`config.mk`:
```
export PLATFORM = sky130hd
export DESIGN_NAME = enable_burst_gen
export DESIGN_NICKNAME = d
export VERILOG_FILES = /design/src/rtl/enable_burst_pkg.sv /design/src/rtl/enable_burst_gen_tick_prescaler.sv /design/src/rtl/enable_burst_gen.sv
export SDC_FILE = /design/constraint.sdc
export NUM_CORES = 1
export LEC_CHECK = 0
export CAP_MARGIN = 20
export CORE_MARGIN = 2
export CORE_UTILIZATION = 45
export DETAILED_ROUTE_END_ITERATION = 16
export PLACE_DENSITY = 0.75
export SETUP_SLACK_MARGIN = 0.5
export SLEW_MARGIN = 20
export SYNTH_ARGS = -nofsm -noshare
export SYNTH_HDL_FRONTEND = slang
export SYNTH_SLANG_ARGS = --single-unit
```
`constraint.sdc`:
```
create_clock -name clock -period 1.9 [get_ports clock]
set_input_delay 0.57 -clock clock [delete_from_list [all_inputs] [get_ports clock]]
set_output_delay 0.57 -clock clock [all_outputs]
set_load 0.05 [all_outputs]
```
`src/rtl/enable_burst_pkg.sv`:
```
// Shared types and defaults for the enable burst generator.
package enable_burst_pkg;

  localparam int CNT_W_DEF   = 8;
  localparam int PRESC_W_DEF = 4;

  typedef enum logic [1:0] {
    IDLE  = 2'd0,
    DELAY = 2'd1,
    BURST = 2'd2,
    DONE  = 2'd3
  } state_t;

  // State entered when a burst is (re)loaded: skip DELAY/BURST when their count is zero.
  function automatic state_t first_state(input logic delay_nz, input logic burst_nz);
    if (delay_nz) begin
      return DELAY;
    end else if (burst_nz) begin
      return BURST;
    end else begin
      return DONE;
    end
  endfunction

endpackage

```
`src/rtl/enable_burst_gen_tick_prescaler.sv`:
```
// Free-running 0..div counter; tick is high whenever the count is zero, clr holds it at zero.
module tick_prescaler #(
  parameter int W = 4
) (
  input  logic         clock,
  input  logic         reset,
  input  logic         clr,
  input  logic [W-1:0] div,
  output logic         tick
);

  logic [W-1:0] cnt_q;

  always_ff @(posedge clock or posedge reset) begin
    if (reset) begin
      cnt_q <= '0;
    end else if (clr || (cnt_q >= div)) begin
      cnt_q <= '0;
    end else begin
      cnt_q <= cnt_q + W'(1);
    end
  end

  assign tick = (cnt_q == '0);

endmodule

```
`src/rtl/enable_burst_gen.sv`:
```
// Delay-then-burst enable source for the down counter: waits delay_cycles, emits burst_len
// prescaled enable ticks, pulses done. ENABLE_BURST_REPEAT_EN adds repeat_mode (auto-restart).
module enable_burst_gen
  import enable_burst_pkg::*;
#(
  parameter int CNT_W   = CNT_W_DEF,
  parameter int PRESC_W = PRESC_W_DEF
) (
  input  logic               clock,
  input  logic               reset,
  input  logic               start,
  input  logic               abort,
`ifdef ENABLE_BURST_REPEAT_EN
  input  logic               repeat_mode,
`endif
  input  logic [CNT_W-1:0]   delay_cycles,
  input  logic [CNT_W-1:0]   burst_len,
  input  logic [PRESC_W-1:0] presc_div,
  output logic               enable,
  output logic               busy,
  output logic               done,
  output logic [CNT_W-1:0]   ticks_left
);

  state_t               state_q;
  logic [CNT_W-1:0]     dly_q;
  logic [CNT_W-1:0]     ticks_q;
  logic [CNT_W-1:0]     burst_q;
  logic [PRESC_W-1:0]   presc_q;
  logic                 busy_q;
  logic                 done_q;
  logic                 presc_tick;
`ifdef ENABLE_BURST_REPEAT_EN
  logic [CNT_W-1:0]     dcfg_q;
  logic                 rpt_q;
`endif

  // Prescaler sits at zero outside BURST so the first BURST cycle always ticks.
  tick_prescaler #(
    .W(PRESC_W)
  ) u_presc (
    .clock (clock),
    .reset (reset),
    .clr   (state_q != BURST),
    .div   (presc_q),
    .tick  (presc_tick)
  );

  always_ff @(posedge clock or posedge reset) begin
    if (reset) begin
      state_q <= IDLE;
      dly_q   <= '0;
      ticks_q <= '0;
      burst_q <= '0;
      presc_q <= '0;
      busy_q  <= 1'b0;
      done_q  <= 1'b0;
`ifdef ENABLE_BURST_REPEAT_EN
      dcfg_q  <= '0;
      rpt_q   <= 1'b0;
`endif
    end else if (abort) begin
      state_q <= IDLE;
      dly_q   <= '0;
      ticks_q <= '0;
      busy_q  <= 1'b0;
      done_q  <= 1'b0;
    end else begin
      done_q <= 1'b0;
      case (state_q)
        IDLE: begin
          if (start) begin
            dly_q   <= delay_cycles;
            ticks_q <= burst_len;
            burst_q <= burst_len;
            presc_q <= presc_div;
`ifdef ENABLE_BURST_REPEAT_EN
            dcfg_q  <= delay_cycles;
            rpt_q   <= repeat_mode;
`endif
            state_q <= first_state(delay_cycles != '0, burst_len != '0);
            busy_q  <= 1'b1;
            done_q  <= (delay_cycles == '0) && (burst_len == '0);
          end
        end
        DELAY: begin
          if (dly_q <= CNT_W'(1)) begin
            dly_q   <= '0;
            state_q <= (burst_q != '0) ? BURST : DONE;
            done_q  <= (burst_q == '0);
          end else begin
            dly_q <= dly_q - CNT_W'(1);
          end
        end
        BURST: begin
          if (presc_tick) begin
            if (ticks_q != '0) begin
              ticks_q <= ticks_q - CNT_W'(1);
            end
            if (ticks_q <= CNT_W'(1)) begin
              state_q <= DONE;
              done_q  <= 1'b1;
            end
          end
        end
        DONE: begin
`ifdef ENABLE_BURST_REPEAT_EN
          if (rpt_q) begin
            dly_q   <= dcfg_q;
            ticks_q <= burst_q;
            state_q <= first_state(dcfg_q != '0, burst_q != '0);
            done_q  <= (dcfg_q == '0) && (burst_q == '0);
          end else begin
            state_q <= IDLE;
            busy_q  <= 1'b0;
          end
`else
          state_q <= IDLE;
          busy_q  <= 1'b0;
`endif
        end
        default: begin
          state_q <= IDLE;
          busy_q  <= 1'b0;
        end
      endcase
    end
  end

  assign enable     = (state_q == BURST) && presc_tick;
  assign busy       = busy_q;
  assign done       = done_q;
  assign ticks_left = ticks_q;

endmodule

```
==> metrics.txt <==
status complete, but fails checks; failing checks negative setup slack; Final Hold Viols 0; largest net degree at the start of global routing 37; LEAKAGE 0.00180 µW; net switching power a little over 2000 µW; worst endpoint required time between 1000 and 1500 ps; die area around 5600 µm²; max frequency 0.483 GHz; core area 4790 µm²; die extent in x about 75 µm; xor and xnor area share after synthesis less than 1%; Root Driver clkbuf_8; Vias roughly 2700; normalized max-slew margin 73.1%; CTS tree yes; Pint about 2800 µW; number of H-tree levels 2; Worst R2R Start u_presc.cnt_q[0]; Initial DRC Count 259; kind of end point of the critical path primary output; Tot GR Track Use 32.6%; Via density 6.22; Fillers 248; hold buffers post-CTS 0; Post-synth EDFFs 0; CTS clk-pin slew, worst paths about 80 ps; Setup WS post-layout -170 ps; antenna diode count 0; main combinational cell family by area after synthesis compound AO/OA/AOI/OAI gates; RSZ-0062 raised after global routing true; CP Class reg -> out; Slew Limit Fails 0; Synth area leaders dfrtp_1 40%, ha_1 7.7%, mux2_2 6.4%; multiplexer area fraction after synthesis under 10%; GP Congestion 0.896; reg2reg setup slack -140 ps; ys flop type dfrtp_1; Longest Clk Path Bufs 2; Synth Area in Simple Gates between 10% and 20%; Tightest Pin Transition between 300 and 400 ps; CP endpoint enable; post-synthesis cell area around 2300 µm²; number of buffers created by CTS 5; Port Buf Inserts 34; initial antenna violation count 0; Synth area leader dfrtp_1; final period utilization 109%; max_cap viols 0; share of cells above drive strength 1 between 50 and 60%; Worst Hold Class reg -> reg; Final ANT Viol Nets 0; total grt overflow 0; DR WL/cell about 22 µm; Initial Utilization a little under half; Placed Area roughly 3300 µm²; vias in the first global route 2669; minimum clock period 2070 ps; first-pass GRT wire length 13500 µm; Worst setup SP type flop; worst slack at placement -207 ps; Die Span Y 75.1 µm; post-route insts no fill 426; Area Growth Syn to Fin 80.4%; num rows 25; R2R cell count 9; FF+latch count, synth 36; final net count about 400; final wirelength 9450 µm; Post-route DRC 0; Seq pwr share between 20% and 30%; synth unique cells 53; Logic pwr share between 60% and 70%; number of iterations in the first detailed-routing pass 5; adder-cell area share of the yosys netlist under 10%; clock share of power between 10% and 20%; Yosys top cell area share a little under 40%; cell count after placement approximately 380; PwrDens roughly 1200 nW/µm²; Synth Net Count ~280; Max Clock Skew 3.85 ps; share of synthesized registers carrying an async set or reset 100%; sequential area share after synthesis approximately two fifths; CP startpoint u_presc.cnt_q[0]; cell area after layout approximately 4100 µm²; Syn Inst Count roughly 240; switching power share of the total 42.0%; top-count cell post-synth dfrtp_1; Syn. warnings 0; Max FO, Critical Path 2; clock sink count 36; Synth Area in Compound Gates a little over a fifth; synthesized area per cell 9.60 µm²; post-DP HPWL approximately 4700 µm; Crit Reg-Reg Endpoint ticks_left[2]; worst ir drop on vdd between 700 and 800 µV; commonest cells in the netlist 36 x dfrtp_1, 20 x inv_1, 14 x ha_1; clk_lat worst skew 310 ps; io pins 35; Worst Path Arrival around 1500 ps; Final setup violation count 9
==> flip-flops by register name, indices dropped and copies added (netlist names) <==
name / flops
state_q: 2
burst_q: 8
u_presc.cnt_q: 4
ticks_left: 8
done: 1
busy: 1
presc_q: 4
dly_q: 8
==> per-stage QoR <==
| step | utilization [%] | setup TNS, ps | hold slack (ps) | power [µW] |
|---|---|---|---|---|
| final | 85.8 | -806 | 511 | 4880 |
| after global routing | 85.8 | -1110 | 533 | 5070 |
| after CTS | 81.6 | -111 | 500 | 4370 |
| after detailed placement | 68.0 | -3310 | 481 | 3200 |
| after global placement | 68.0 | -3060 | 471 | 3140 |
| after floorplan | - | -154 | 455 | 2450 |
==> worst min-delay path by stage <==
stage	end	slack, ps	start	cells after the start
after floorplan	u_presc.cnt_q[0]	450	u_presc.cnt_q[0]	1
after global placement	burst_q[7]	470	burst_q[7]	2
after detailed placement	burst_q[7]	480	burst_q[7]	2
after CTS	burst_q[7]	500	burst_q[7]	2
after global routing	burst_q[6]	530	burst_q[6]	1
final	burst_q[6]	510	burst_q[6]	1
==> placed cells by master (no fill, tap or decap), drive strengths merged, types with 2 or more instances in the layout <==
cell type      netlist  routed
o31ai                7       7
or3                  3       3
nor3b                3       3
o311ai               2       2
o21ai               11      11
clkinvlp             0       2
nand4b               2       2
dlygate4sd2          0       2
o2bb2ai              2       2
dfrtp               36      36
a311o                2       2
nor4                 8       8
a31oi                4       4
mux2i                3       3
a211oi               5       5
buf                  2     100
nor3                 9       9
a2bb2oi              2       2
mux2                13      13
nor2                13      13
nand2b               7       7
nand3                3       3
a32oi                2       2
nand2                8       8
or2                  4       5
inv                 20      20
ha                  14      14
or4                  2       2
a21o                 2       2
a211o                3       3
o22ai                8       8
a21oi                5       5
clkdlybuf4s50        0      21
clkbuf               8       5
nor2b                6       6
==> critical path, stage by stage, from the launching register on <==
cell	delay, ps
dfrtp_1	420
inv_2	100
ha_4	140
nor3b_4	200
and2_4	200
buf_12	130
==> timing repair <==
item	4_1_cts	5_1_grt
endpoints found under the setup margin	47	47
cloned	2	0
buffers inserted	24	9
resized for setup	91	27
endpoints found under the hold margin	0	0
pin swaps	27	12
==> power by group through the flow <==
| stage | Sequential [µW] | Combinational (µW) | Clock, µW |
|---|---|---|---|
| floorplan | 1270 | 1190 | 0 |
| global placement | 1130 | 2010 | 0 |
| detailed placement | 1140 | 2060 | 0 |
| CTS | 1140 | 2650 | 582 |
| global route | 1200 | 3240 | 629 |
| finish | 1180 | 3100 | 605 |
==> cell type report <==
cell class | count | area, µm² | share of cell area (%)
clock buffer | 5 | 68.8 | 1.68
clock inverter | 3 | 23.8 | 0.579
inverter | 20 | 75.1 | 1.83
multi-input combinational | 172 | 1750 | 42.5
sequential | 36 | 910 | 22.2
tap | 67 | 83.8 | 2.04
timing repair buffer | 123 | 1200 | 29.2
==> logic make-up (layout without fill, tap and decap cells) <==
kind of cell    after synthesis  count (layout)
xor+xnor                      2               2
flops                        36              36
simple gates                 71              72
buf+inv                      30             151
compound gates               68              68
mux                          16              16
fa+ha+maj                    14              14
==> routing by layer <==
layer,wire length [µm],GRT usage [%],vias up
li1,-,-,1129
met3,661,5.76,51
met2,4680,55.4,184
met4,542,16.7,0
met1,3570,39.7,1286
met5,0,0,-
(Power assumes the default switching activity.)
